File: config.mk
export PLATFORM = sky130hd
export DESIGN_NAME = dmux_1ton_stream
export DESIGN_NICKNAME = d
export VERILOG_FILES = /design/src/rtl/dmux_1ton_stream.sv
export SDC_FILE = /design/constraint.sdc
export NUM_CORES = 1
export LEC_CHECK = 0
export BUFFER_PORTS_ARGS = -buffer_cell sky130_fd_sc_hd__buf_2
export CAP_MARGIN = 30
export CORE_MARGIN = 8
export CORE_UTILIZATION = 45
export DETAILED_ROUTE_END_ITERATION = 10
export HOLD_SLACK_MARGIN = 0.06
export PLACE_DENSITY = 0.73
export SYNTH_ARGS = -nofsm -noshare
export SYNTH_HDL_FRONTEND = slang
export SYNTH_SLANG_ARGS = --single-unit
File: constraint.sdc
create_clock -name clk -period 3.5 [get_ports clk]
set_clock_uncertainty 0.05 [all_clocks]
set_input_delay 1.05 -clock clk [delete_from_list [all_inputs] [get_ports clk]]
set_output_delay 1.05 -clock clk [all_outputs]
set_load 0.005 [all_outputs]
File: src/rtl/dmux_1ton_stream.sv
// Registered 1-to-N stream demultiplexer with a one-beat slot per output channel.
// Beats are routed either by in_sel (addressed) or by an internal round-robin pointer.
module dmux_1ton_stream #(
  parameter  int DATA_W = 8,
  parameter  int N_OUT  = 8,
  localparam int SEL_W  = $clog2(N_OUT)
) (
  input  logic                    clk,
  input  logic                    rst_n,
  input  logic                    mode,
  input  logic                    in_valid,
  output logic                    in_ready,
  input  logic [DATA_W-1:0]       in_data,
  input  logic [SEL_W-1:0]        in_sel,
  output logic [N_OUT-1:0]        out_valid,
  input  logic [N_OUT-1:0]        out_ready,
  output logic [N_OUT*DATA_W-1:0] out_data,
  output logic [SEL_W-1:0]        rr_ptr,
  output logic [7:0]              drop_cnt
);

  logic [SEL_W-1:0] tgt;
  logic             tgt_ok;
  logic             accept;
  logic             drop_beat;
  logic [N_OUT-1:0] fill;

  assign tgt       = mode ? rr_ptr : in_sel;
  assign tgt_ok    = ({1'b0, tgt} < (SEL_W+1)'(N_OUT));
  assign accept    = in_valid & in_ready & tgt_ok;
  assign drop_beat = in_valid & ~tgt_ok;

  // A full slot that drains this cycle can take the next beat at the same edge.
  always_comb begin
    in_ready = 1'b1;
    if (tgt_ok) in_ready = ~out_valid[tgt] | out_ready[tgt];
  end

  always_comb begin
    fill = '0;
    for (int k = 0; k < N_OUT; k++) fill[k] = accept && (tgt == SEL_W'(k));
  end

  // NOTE: the payload slots are plain flops, not a RAM, so they take the reset like any other state.
  always_ff @(posedge clk or negedge rst_n) begin
    if (!rst_n) begin
      out_valid <= '0;
      out_data  <= '0;
    end else begin
      // NOTE: non-blocking assignments keep every slot update using pre-edge values.
      for (int k = 0; k < N_OUT; k++) begin
        if (fill[k]) begin
          out_valid[k]                   <= 1'b1;
          out_data[k*DATA_W +: DATA_W]   <= in_data;
        end else if (out_ready[k]) begin
          out_valid[k] <= 1'b0;
        end
      end
    end
  end

  always_ff @(posedge clk or negedge rst_n) begin
    if (!rst_n) begin
      rr_ptr <= '0;
    end else if (accept && mode) begin
      rr_ptr <= (rr_ptr == SEL_W'(N_OUT - 1)) ? '0 : rr_ptr + 1'b1;
    end
  end

  always_ff @(posedge clk or negedge rst_n) begin
    if (!rst_n) begin
      drop_cnt <= '0;
    end else if (drop_beat && (drop_cnt != 8'hFF)) begin
      drop_cnt <= drop_cnt + 1'b1;
    end
  end

endmodule

Yosys cells after proc, flatten, opt, wreduce, memory -nomap -nowiden:

Cells that the tools add are included.

* input port bits: 23
* word-level logic and storage cells: 70
* output and inout bits: 84
* register bits after elaboration: 75

* mux-type cells: 22
* reduce and logical (&&, ||, !) cells: 18
* order comparisons: 1
* bitwise logic cells: 3
* eq/ne operators: 8
* add/sub/neg operators: 1

Operators with widths (number)
* 1-bit two-way mux: 18
* 2-bit nonzero test: 8
* 3-bit == test (second input constant): 5
* 1-bit logical AND: 9
* 1-bit binary-select mux with 3-bit select: 2
* 3-bit by 2-bit == test with 1-bit output (second input constant): 2
* 3-bit two-way mux: 2
* 3-bit by 4-bit < comparator with 1-bit output (second input constant): 1
* 3-bit by 1-bit adder with 3-bit output (second input constant): 1
* 3-bit by 1-bit == test with 1-bit output (second input constant): 1
* 3-bit zero test: 1
* 1-bit bitwise AND: 1
* 1-bit inverter: 1
* 1-bit OR: 1

Depth between registers and ports, before layout:

Gate-level depths: netlist of run 1.

* depth in word-level cells: 8
* gate-level depth with buffers: 9

Worst setup path before layout of run 1:

No wires, ideal clock.

* path type: input port to output port
* start point: input port mode
* end point: output port in_ready
* data arrival time: 2407 ps
* required time: 2400 ps
* slack: -7 ps
* stages: 5
* path buffers: 1
* path through: mux2i_1 > mux4_2 > and3b_1 > buf_4 > nor2_1

* word-level cells in the longest chain between the ends: 5
* elaborated cells between the ends (all ways): 7
* those cells by class: 5 x mux; 2 x bitwise

RTL lines
* start: declaration: line 10 `input logic mode,`
* 3-bit two-way mux *: line 28 `assign tgt = mode ? rr_ptr : in_sel;`
* 1-bit binary-select mux with 3-bit select: line 36 `if (tgt_ok) in_ready = ~out_valid[tgt] | out_ready[tgt];`
* 1-bit two-way mux (implied by the code): line 36
* 1-bit inverter: line 36
* 1-bit OR *: line 36
* end: declaration: line 12 `output logic in_ready,`

Mark *: on every way between the ends. The rest lies on a longest branch, timed or not. The select of a mux whose other input is x is not followed.

Worst setup path after layout of run 1:

Same ends and word-level chain as after synthesis.

==> impl_metrics.yaml, run 1 <==
drt:
  dr.max_layer_used: "met4"
  vias: 2292
  met2RoutedLength_microns: 3819
  post-route-drc-count: 0
  wl_met1_microns: 3501
  routed-wl-met3_microns: 786
  vias_per_cell: 5.004
  firstDrtPassIters: 4
  detail-route-antenna-nets: 0
  route.detailed.wl_per_inst_microns: 17.85
  drt_iter0_markers: 85
  routed_wirelength_microns: 8176
timing:
  grt_setup_unrepaired: "no"
  worst_slew_pin_slew_ps: 547.4
  layout_min_cycle_time_ps: 3478
  slew-limit-headroom_pct: 63.23
  finalHoldViolCount: 0
  fin_crit_sh_pct: 99.36
  setup_tns_ps: 0
  slew_violations: 0
  timing.final.setup_violations: 0
  timing.fmax_mhz: 287.6
synthesis:
  yosys.area.top_type: "dfrtp_1"
  count_of_flip_flops_with_a_built_in_enable_after_synthesis: 0
  synth_top_cell_area_share_pct: 57.67
  ys.warnings.count: 0
  post_synth.cell_area_avg_sq_um: 14.53
  synth_top_cells_by_area: "dfrtp_1 (58%), mux2_1 (20%), mux2_4 (3.7%)"
  ys_ff_latch: 75
  yosysSeqAreaShare_pct: 57.67
  ys_dominant_reg_cell: "dfrtp_1"
  synthArstFlopShare_pct: 100.0
  count_of_different_cell_masters_after_synthesis: 35
  syn_inst_count: 224
  synthesis.area_sq_mm: 0.003254
clocking:
  clockBufferDepth: 2
  cts_htree_levels: 3
  ctsRootBufferMaster: "clkbuf_8"
  clk_latency_ps: 340
  cts_made_buffers: 9
  tritoncts: "yes"
  numClockSinks: 75
  cts_hold_bufs: 0
  cts.reportedPaths.clkPinSlew_ps: 80
grt:
  first_global_vias: 2497
  grt_max_degree: 76
  overflow: 0
  overall_global_routing_resource_usage_pct: 16.56
  antenna_found_initial: 0
  grt_pass1_wl_microns: 12940
floorplanning:
  rows: 31
  core_sq_mm: 0.007137
  design.portCount: 107
  floorplan.initialDensity_pct: 45.60
  die_y_microns: 101.0
  die_x_microns: 101.0
  dieArea_sq_mm: 0.01021
flow_run:
  cap_viol_max_count: 0
critical_path:
  worst_ep_arrival_time_ps: 2380
  worstSetupPathType: "input pin to primary output"
  worstPathMaxFanout: 2
  slowest_stage: "mux4_2"
  cp_slowest_stage_delay_ps: 510
  cp_top_family: "multiplexers"
  worst_ep_required_time_ps: 2400
  endpoint_kind: "primary output"
  worstSetupStartpointType: "input pin"
  worstPathCellList: "buf_4 > mux2i_4 > mux4_2 > and3b_2 > nor2_4 > buf_2"
  count_of_buffer_and_inverter_cells_on_the_critical_path: 2
final_layout:
  num-fill-cells: 622
  final_layout_size_suffix_gt1_share_pct: 44.85
  nNetsFinal: 379
  area_growth_pct: 31.80
  n_antenna_cell: 0
worst_hold_path:
  timing.hold.worst.class: "flip-flop to flip-flop"
power_and_ir_drop:
  cellPowerDensity_mw_per_mm2: 802.7
  overall_power_of_the_completed_layout_uw: 3443
  worst_ir_drop_vdd_uv: 504.7
  power.static_leakage_uw: 0.002207
placed_design:
  port_buffers: 98
  finalWeightedCongestion: 0.8867
  place_hpwl_microns: 6008
status:
  outcome: "complete, no violations"
Yosys cell counts, drive strengths merged, types with 2 or more instances:
library cell and number:
dfrtp 75, mux2 66, buf 13, inv 11
mux2i 10, nor3 7, a21o 6, nand2 4
o21ai 4, nor2 3, a31oi 2, clkbuf 2
ha 2, nand2b 2, nand3 2
final cells by class:
type	count	area, sq um	area share, %
multi-input combinational	130	1291	30.11
sequential	75	1877	43.76
inverter	11	41.29	0.9627
tap	99	123.9	2.888
timing repair buffer	127	737.0	17.18
clock inverter	4	73.82	1.721
clock buffer	12	145.1	3.384
registers in the layout (all words and copies together), names as in the netlist:
| register | count |
|---|---|
| rr_ptr | 3 |
| out_valid | 8 |
| out_data | 64 |
where the power goes:
group,internal (uW),leakage [uW],switching [uW]
combinational,678,0.00118,512
sequential,1270,0.000914,245
clock,422,0.000111,313
total,2370,0.00221,1070
logic make-up after synthesis:
family,after synthesis,synth area share (%)
muxes,77,27.53
DFF,75,57.67
buffers and inverters,26,4.267
and+or+nand+nor,22,5.037
AOI/OAI and AO/OA,21,4.614
adders and majority gates,2,0.7688
other,1,0.1152
final timing paths:
check,start,to,slack [ps],depth (start not counted)
worst max-delay path,mode,in_ready,20,6
worst min register to register,out_data[41],out_data[41],430,1
max in group asynchronous,rst_n,out_data[61],2400,2
worst max register to register,rr_ptr[0],out_data[25],610,8
worst min-delay path,out_data[41],out_data[41],430,1
min in group asynchronous,rst_n,out_data[12],440,1
through the flow:
stage | worst slack (ps) | hold slack [ps] | cell area, sq um | utilization, % | cells
2_1_floorplan | 58.82 | 432.8 | 3284 | - | 231
3_3_place_gp | 33.21 | 413.1 | 3991 | 55.93 | 438
3_5_place_dp | 4.110 | 419.1 | 3991 | 55.93 | 438
4_1_cts | 1.684 | 437.2 | 4218 | 59.10 | 455
5_1_grt | 0.9286 | 423.4 | 4289 | 60.10 | 458
6_report | 22.40 | 434.1 | 4289 | 60.10 | 458
routing by layer:
metal	up-vias	global-route usage [%]
met5	-	0
met4	0	5.155
met3	7	7.044
met2	74	25.05
met1	1173	20.82
li1	1038	-
cell usage in the layout (no fill, tap or decap), types with 2 or more instances in the layout:
master      n
buf_4      29
clkbuf_8   10
o21ai_0     2
nand3_1     2
nor3_1      2
mux2_1     58
clkbuf_1    2
nand2b_1    2
buf_2      96
mux2_4      8
ha_1        2
nor3_2      2
bufinv_16   2
a21o_1      6
nor3_4      3
inv_1      11
mux2i_1     8
o21ai_1     2
a31oi_1     2
nor2_1      2
nand2_1     4
dfrtp_1    75
conb_1      8
timing repair:
item,CTS,global route
gates resized for setup,0,8
hold endpoints to repair,0,0
pin swaps,0,2
buffers inserted,1,2
setup endpoints to repair,1,1
Note: power is estimated with default switching activity, not from simulation.
==> run 2: changes to the inputs <==
REMOVE_ABC_BUFFERS = 1   (was default)
==> run 2 against run 1 <==
Flip-flop and latch count unchanged. Maximum frequency up 1.3%. Register-to-register slack better by 210 ps. Critical path depth unchanged. Critical endpoint unchanged. Largest power group unchanged.
==> impl_metrics.yaml, run 2 (synthesis results as in run 1) <==
final_layout:
  nNetsFinal: 374
  max_ffs_per_register: 64
  num-fill-cells: 617
  area_growth_pct: 29.95
  layout.cells.most_common: "buf_2"
  biggest_regs: "out_data (64), out_valid (8), rr_ptr (3)"
  n_antenna_cell: 0
  final_layout_size_suffix_gt1_share_pct: 43.79
  finish.instance_area_sq_mm: 0.004229
  register_with_the_most_flip_flops: "out_data"
  most-common-layout-cells: "buf_2 (96), dfrtp_1 (75), mux2_1 (58), buf_4 (24)"
critical_path:
  worstSetupStartpointType: "input pin"
  critical_path.reg2reg.startpoint: "rr_ptr[0]"
  worstPathCellList: "buf_4 > mux2i_4 > mux4_2 > and3b_1 > nor2_2 > buf_2"
  worst_ep_arrival_time_ps: 2330
  timing.rr.end: "out_data[27]"
  cp_slowest_stage_delay_ps: 510
  count_of_buffer_and_inverter_cells_on_the_critical_path: 2
  worst_ep_required_time_ps: 2400
  cp_top_family: "multiplexers"
  endpoint_kind: "primary output"
  worstPathMaxFanout: 2
  ff2ff_path_depth: 7
  critical_path_depth: 6
  setup.worst_path.end: "in_ready"
  critPathLaunch: "mode"
  regToRegSetupSlack_ps: 820
  slowest_stage: "mux4_2"
  worstSetupPathType: "input pin to primary output"
worst_hold_path:
  timing.hold.worst.class: "flip-flop to flip-flop"
clocking:
  cts.reportedPaths.clkPinSlew_ps: 70
  ctsRootBufferMaster: "clkbuf_8"
  tritoncts: "yes"
  numClockSinks: 75
  cts_htree_levels: 3
  clockBufferDepth: 2
  clk_latency_ps: 320
  cts_made_buffers: 9
  cts_hold_bufs: 0
grt:
  overflow: 0
  grt_max_degree: 76
  overall_global_routing_resource_usage_pct: 16.16
  first_global_vias: 2353
  grt_pass1_wl_microns: 12580
  antenna_found_initial: 0
timing:
  slew_violations: 0
  grt_setup_unrepaired: "no"
  finalHoldViolCount: 0
  timing.final.setup_violations: 0
  setup_tns_ps: 0
  layout_min_cycle_time_ps: 3433
  fin_crit_sh_pct: 98.08
  timing.fmax_mhz: 291.3
drt:
  vias_per_cell: 4.971
  routed_wirelength_microns: 8090
  drt_iter0_markers: 71
  firstDrtPassIters: 4
  vias: 2252
  route.detailed.wl_per_inst_microns: 17.86
  post-route-drc-count: 0
  detail-route-antenna-nets: 0
status:
  outcome: "complete, no violations"
floorplanning:
  floorplan.initialDensity_pct: 45.60
  design.portCount: 107
  dieArea_sq_mm: 0.01021
  die_x_microns: 101.0
  core_sq_mm: 0.007137
  rows: 31
  die_y_microns: 101.0
placed_design:
  placement.cell_area_sq_mm: 0.003973
  finalWeightedCongestion: 0.8616
  place_hpwl_microns: 6047
  port_buffers: 98
power_and_ir_drop:
  worst_ir_drop_vdd_uv: 425.3
  cellPowerDensity_mw_per_mm2: 791.7
  power.static_leakage_uw: 0.002175
flow_run:
  cap_viol_max_count: 0
==> run 2: cell types whose count changed in the layout (fill, tap and decap cells not counted), sizes merged <==
cell,change
buf,-5
bufinv,-1
clkinv,+1
==> run 2: worst reg2reg max path, delay by kind of cell, from the launching register on <==
family                 cells  cell delay [ps]
buffers and inverters      2              370
and+or+nand+nor            2              600
muxes                      3             1040
DFF                        1              520
==> run 2: power by group <==
part           internal (uW)  switching, uW  leakage [uW]
clock                    368            295      0.000106
combinational            664            501       0.00115
sequential              1270            247      0.000914
total                   2310           1040       0.00218
==> run 2: through the flow <==
step	utilization, %	worst slack [ps]	total power (uW)	instances	hold WS [ps]
4_1_cts	58.61	3.416	3400	452	437.8
6_report	59.26	67.30	3348	453	433.6
3_5_place_dp	55.66	-29.91	2722	436	419.4
3_3_place_gp	55.66	-5.468	2666	436	411.7
5_1_grt	59.26	0.7783	3578	453	437.5
2_1_floorplan	-	2.311	2025	216	432.8
==> run 2: how the worst min path moves through the flow <==
| stage | start | to | slack, ps | cells after the start |
|---|---|---|---|---|
| 2_1_floorplan | out_data[0] | out_data[0] | 430 | 1 |
| 3_3_place_gp | out_data[20] | out_data[20] | 410 | 1 |
| 3_5_place_dp | out_data[13] | out_data[13] | 420 | 1 |
| 4_1_cts | out_data[57] | out_data[57] | 440 | 1 |
| 5_1_grt | rst_n | out_data[20] | 440 | 1 |
| 6_report | out_data[18] | out_data[18] | 430 | 1 |
==> run 2: repair_timing <==
action | in CTS | in global routing
gates resized for setup | 2 | 4
pin swaps | 0 | 1
setup endpoints to repair | 1 | 1
setup buffers | 0 | 0
==> run 2: layer usage <==
metal  global-route usage, %  part of all wire, %  up-vias
li1                        -                    -     1041
met5                       0                    0        -
met2                   25.61                   49       78
met4                   6.071                 0.68        0
met3                   5.387                  8.5        6
met1                   19.86                   42     1127
==> run 2: final cells by class <==
cell class                 count  area (sq um)  share of cell area [%]
timing repair buffer         122         699.4                   16.54
clock inverter                 4         48.80                   1.154
sequential                    75          1877                   44.38
clock buffer                  12         155.1                   3.669
inverter                      11         41.29                  0.9763
multi-input combinational    130          1284                   30.35
tap                           99         123.9                   2.929
==> run 3: changes to the inputs <==
CORE_ASPECT_RATIO = 0.7   (was default)
HOLD_SLACK_MARGIN = default   (was 0.06)
PLACE_DENSITY = 0.7   (was 0.73)
clock period = 3.75 ns   (was 3.5 ns; I/O delays follow)
==> run 3 against run 2 <==
Via count fell by 0.89%. Highest routed layer unchanged. Utilization shrank 0.45 points. First-iteration DRC count up 45%. Die area grew 0.43%. Sequential power decreased by 7%. Critical endpoint unchanged. Count of clock-buffer cells in the layout is the same. Cell area is 0.47% lower. Flip-flop and latch count did not move. Routed wire length down 0.74%. Setup slack gained 7.1 ps.
==> impl_metrics.yaml, run 3 (synthesis results as in run 1) <==
placed_design:
  place_ws_ps: 58.75
  place_hpwl_microns: 5922
  placement.cell_area_sq_mm: 0.003901
  port_buffers: 98
  finalWeightedCongestion: 0.8936
flow_run:
  cap_viol_max_count: 0
power_and_ir_drop:
  worst_ir_drop_vdd_uv: 354.1
  cellPowerDensity_mw_per_mm2: 776.2
  overall_power_of_the_completed_layout_uw: 3267
  power.static_leakage_uw: 0.002149
final_layout:
  max_ffs_per_register: 64
  biggest_regs: "out_data (64), out_valid (8), rr_ptr (3)"
  final_layout_size_suffix_gt1_share_pct: 41.98
  layout.cells.most_common: "buf_2"
  nNetsFinal: 363
  n_antenna_cell: 0
  area_growth_pct: 29.33
  finish.instance_area_sq_mm: 0.004209
  most-common-layout-cells: "buf_2 (97), dfrtp_1 (75), mux2_1 (58), clkbuf_8 (12)"
  register_with_the_most_flip_flops: "out_data"
critical_path:
  ff2ff_path_depth: 7
  worst_ep_arrival_time_ps: 2500
  critical_path.reg2reg.startpoint: "rr_ptr[0]"
  endpoint_kind: "primary output"
  worstSetupStartpointType: "input pin"
  regToRegSetupSlack_ps: 1070
  timing.rr.end: "out_data[25]"
  worstPathMaxFanout: 2
  worstSetupPathType: "input pin to primary output"
  worst_ep_required_time_ps: 2570
floorplanning:
  floorplan.initialDensity_pct: 45.47
  die_y_microns: 87.15
  rows: 26
  core_sq_mm: 0.007157
  design.portCount: 107
  dieArea_sq_mm: 0.01025
  die_x_microns: 117.6
drt:
  post-route-drc-count: 0
  detail-route-antenna-nets: 0
  wl_met1_microns: 3682
  route.detailed.wl_per_inst_microns: 18.21
  met2RoutedLength_microns: 3634
  dr.max_layer_used: "met4"
  firstDrtPassIters: 4
  vias_per_cell: 5.061
  vias: 2232
  drt_iter0_markers: 103
  routed_wirelength_microns: 8030
  routed-wl-met3_microns: 640
worst_hold_path:
  timing.hold.worst_path_depth: 1
  timing.hold.worst.class: "flip-flop to flip-flop"
  hold_end: "out_data[54]"
  min-delay-start: "out_data[54]"
clocking:
  clockBufferDepth: 2
  cts_post_setup_buffers_inserted: 0
  cts.reportedPaths.clkPinSlew_ps: 70
  ctsRootBufferMaster: "clkbuf_8"
  cts_made_buffers: 9
  clk_latency_ps: 340
  tritoncts: "yes"
  numClockSinks: 75
  cts_htree_levels: 3
  cts_repair_resize_count: 0
  cts_hold_bufs: 0
timing:
  slew-limit-headroom_pct: 64.38
  layout_min_cycle_time_ps: 3676
  timing.fmax_mhz: 272.1
  setup_tns_ps: 0
  final_layout_worst_hold_slack_ps: 434.1
  timing.final.setup_violations: 0
  slew_violations: 0
  fin_crit_sh_pct: 98.02
  finalWorstSetupSlack_ps: 74.42
  finalHoldViolCount: 0
  worst_slew_pin_slew_ps: 534.3
grt:
  grt_pass1_wl_microns: 12960
  first_global_vias: 2323
  grt_max_degree: 76
  overflow: 0
  overall_global_routing_resource_usage_pct: 16.18
  antenna_found_initial: 0
status:
  outcome: "complete, no violations"
==> run 3: where the power goes <==
group          total [uW]  internal [uW]  switching (uW)  leakage [uW]
logic                1060            604             459       0.00110
clock network         780            496             285      0.000133
registers            1420           1190             235      0.000914
total                3270           2290             979       0.00215
==> run 3: worst max-delay path by stage <==
stage / startpoint / end / slack (ps) / cells past startpoint
2_1_floorplan: mode / in_ready / 100 / 4
3_3_place_gp: mode / in_ready / 100 / 6
3_5_place_dp: mode / in_ready / 60 / 6
4_1_cts: mode / in_ready / 50 / 6
5_1_grt: mode / in_ready / -3 / 7
6_report: mode / in_ready / 70 / 6
==> run 3: final cells by class <==
cell class	count	area [sq um]
fillers	609	2948
flip-flops and latches	75	1877
multi-input cells	130	1281
repair buffers	111	626.9
clock buffers	12	165.2
well taps	98	122.6
clock inverters	4	95.09
inverters	11	41.29
==> run 3: stage by stage <==
step	cells	util, %
4_1_cts	440	58.15
6_report	441	58.81
2_1_floorplan	216	-
5_1_grt	441	58.81
3_3_place_gp	424	54.51
3_5_place_dp	424	54.51
==> run 3: routing by layer <==
metal	GRT usage [%]	vias up
met5	0	-
met4	3.935	0
met3	7.448	7
met2	23.78	86
met1	21.18	1125
li1	-	1014
==> run 3: critical path, stage by stage <==
cell,delay (ps)
buf_2,130
mux2i_4,260
mux4_2,510
and3b_1,200
nor2_1,140
buf_2,140
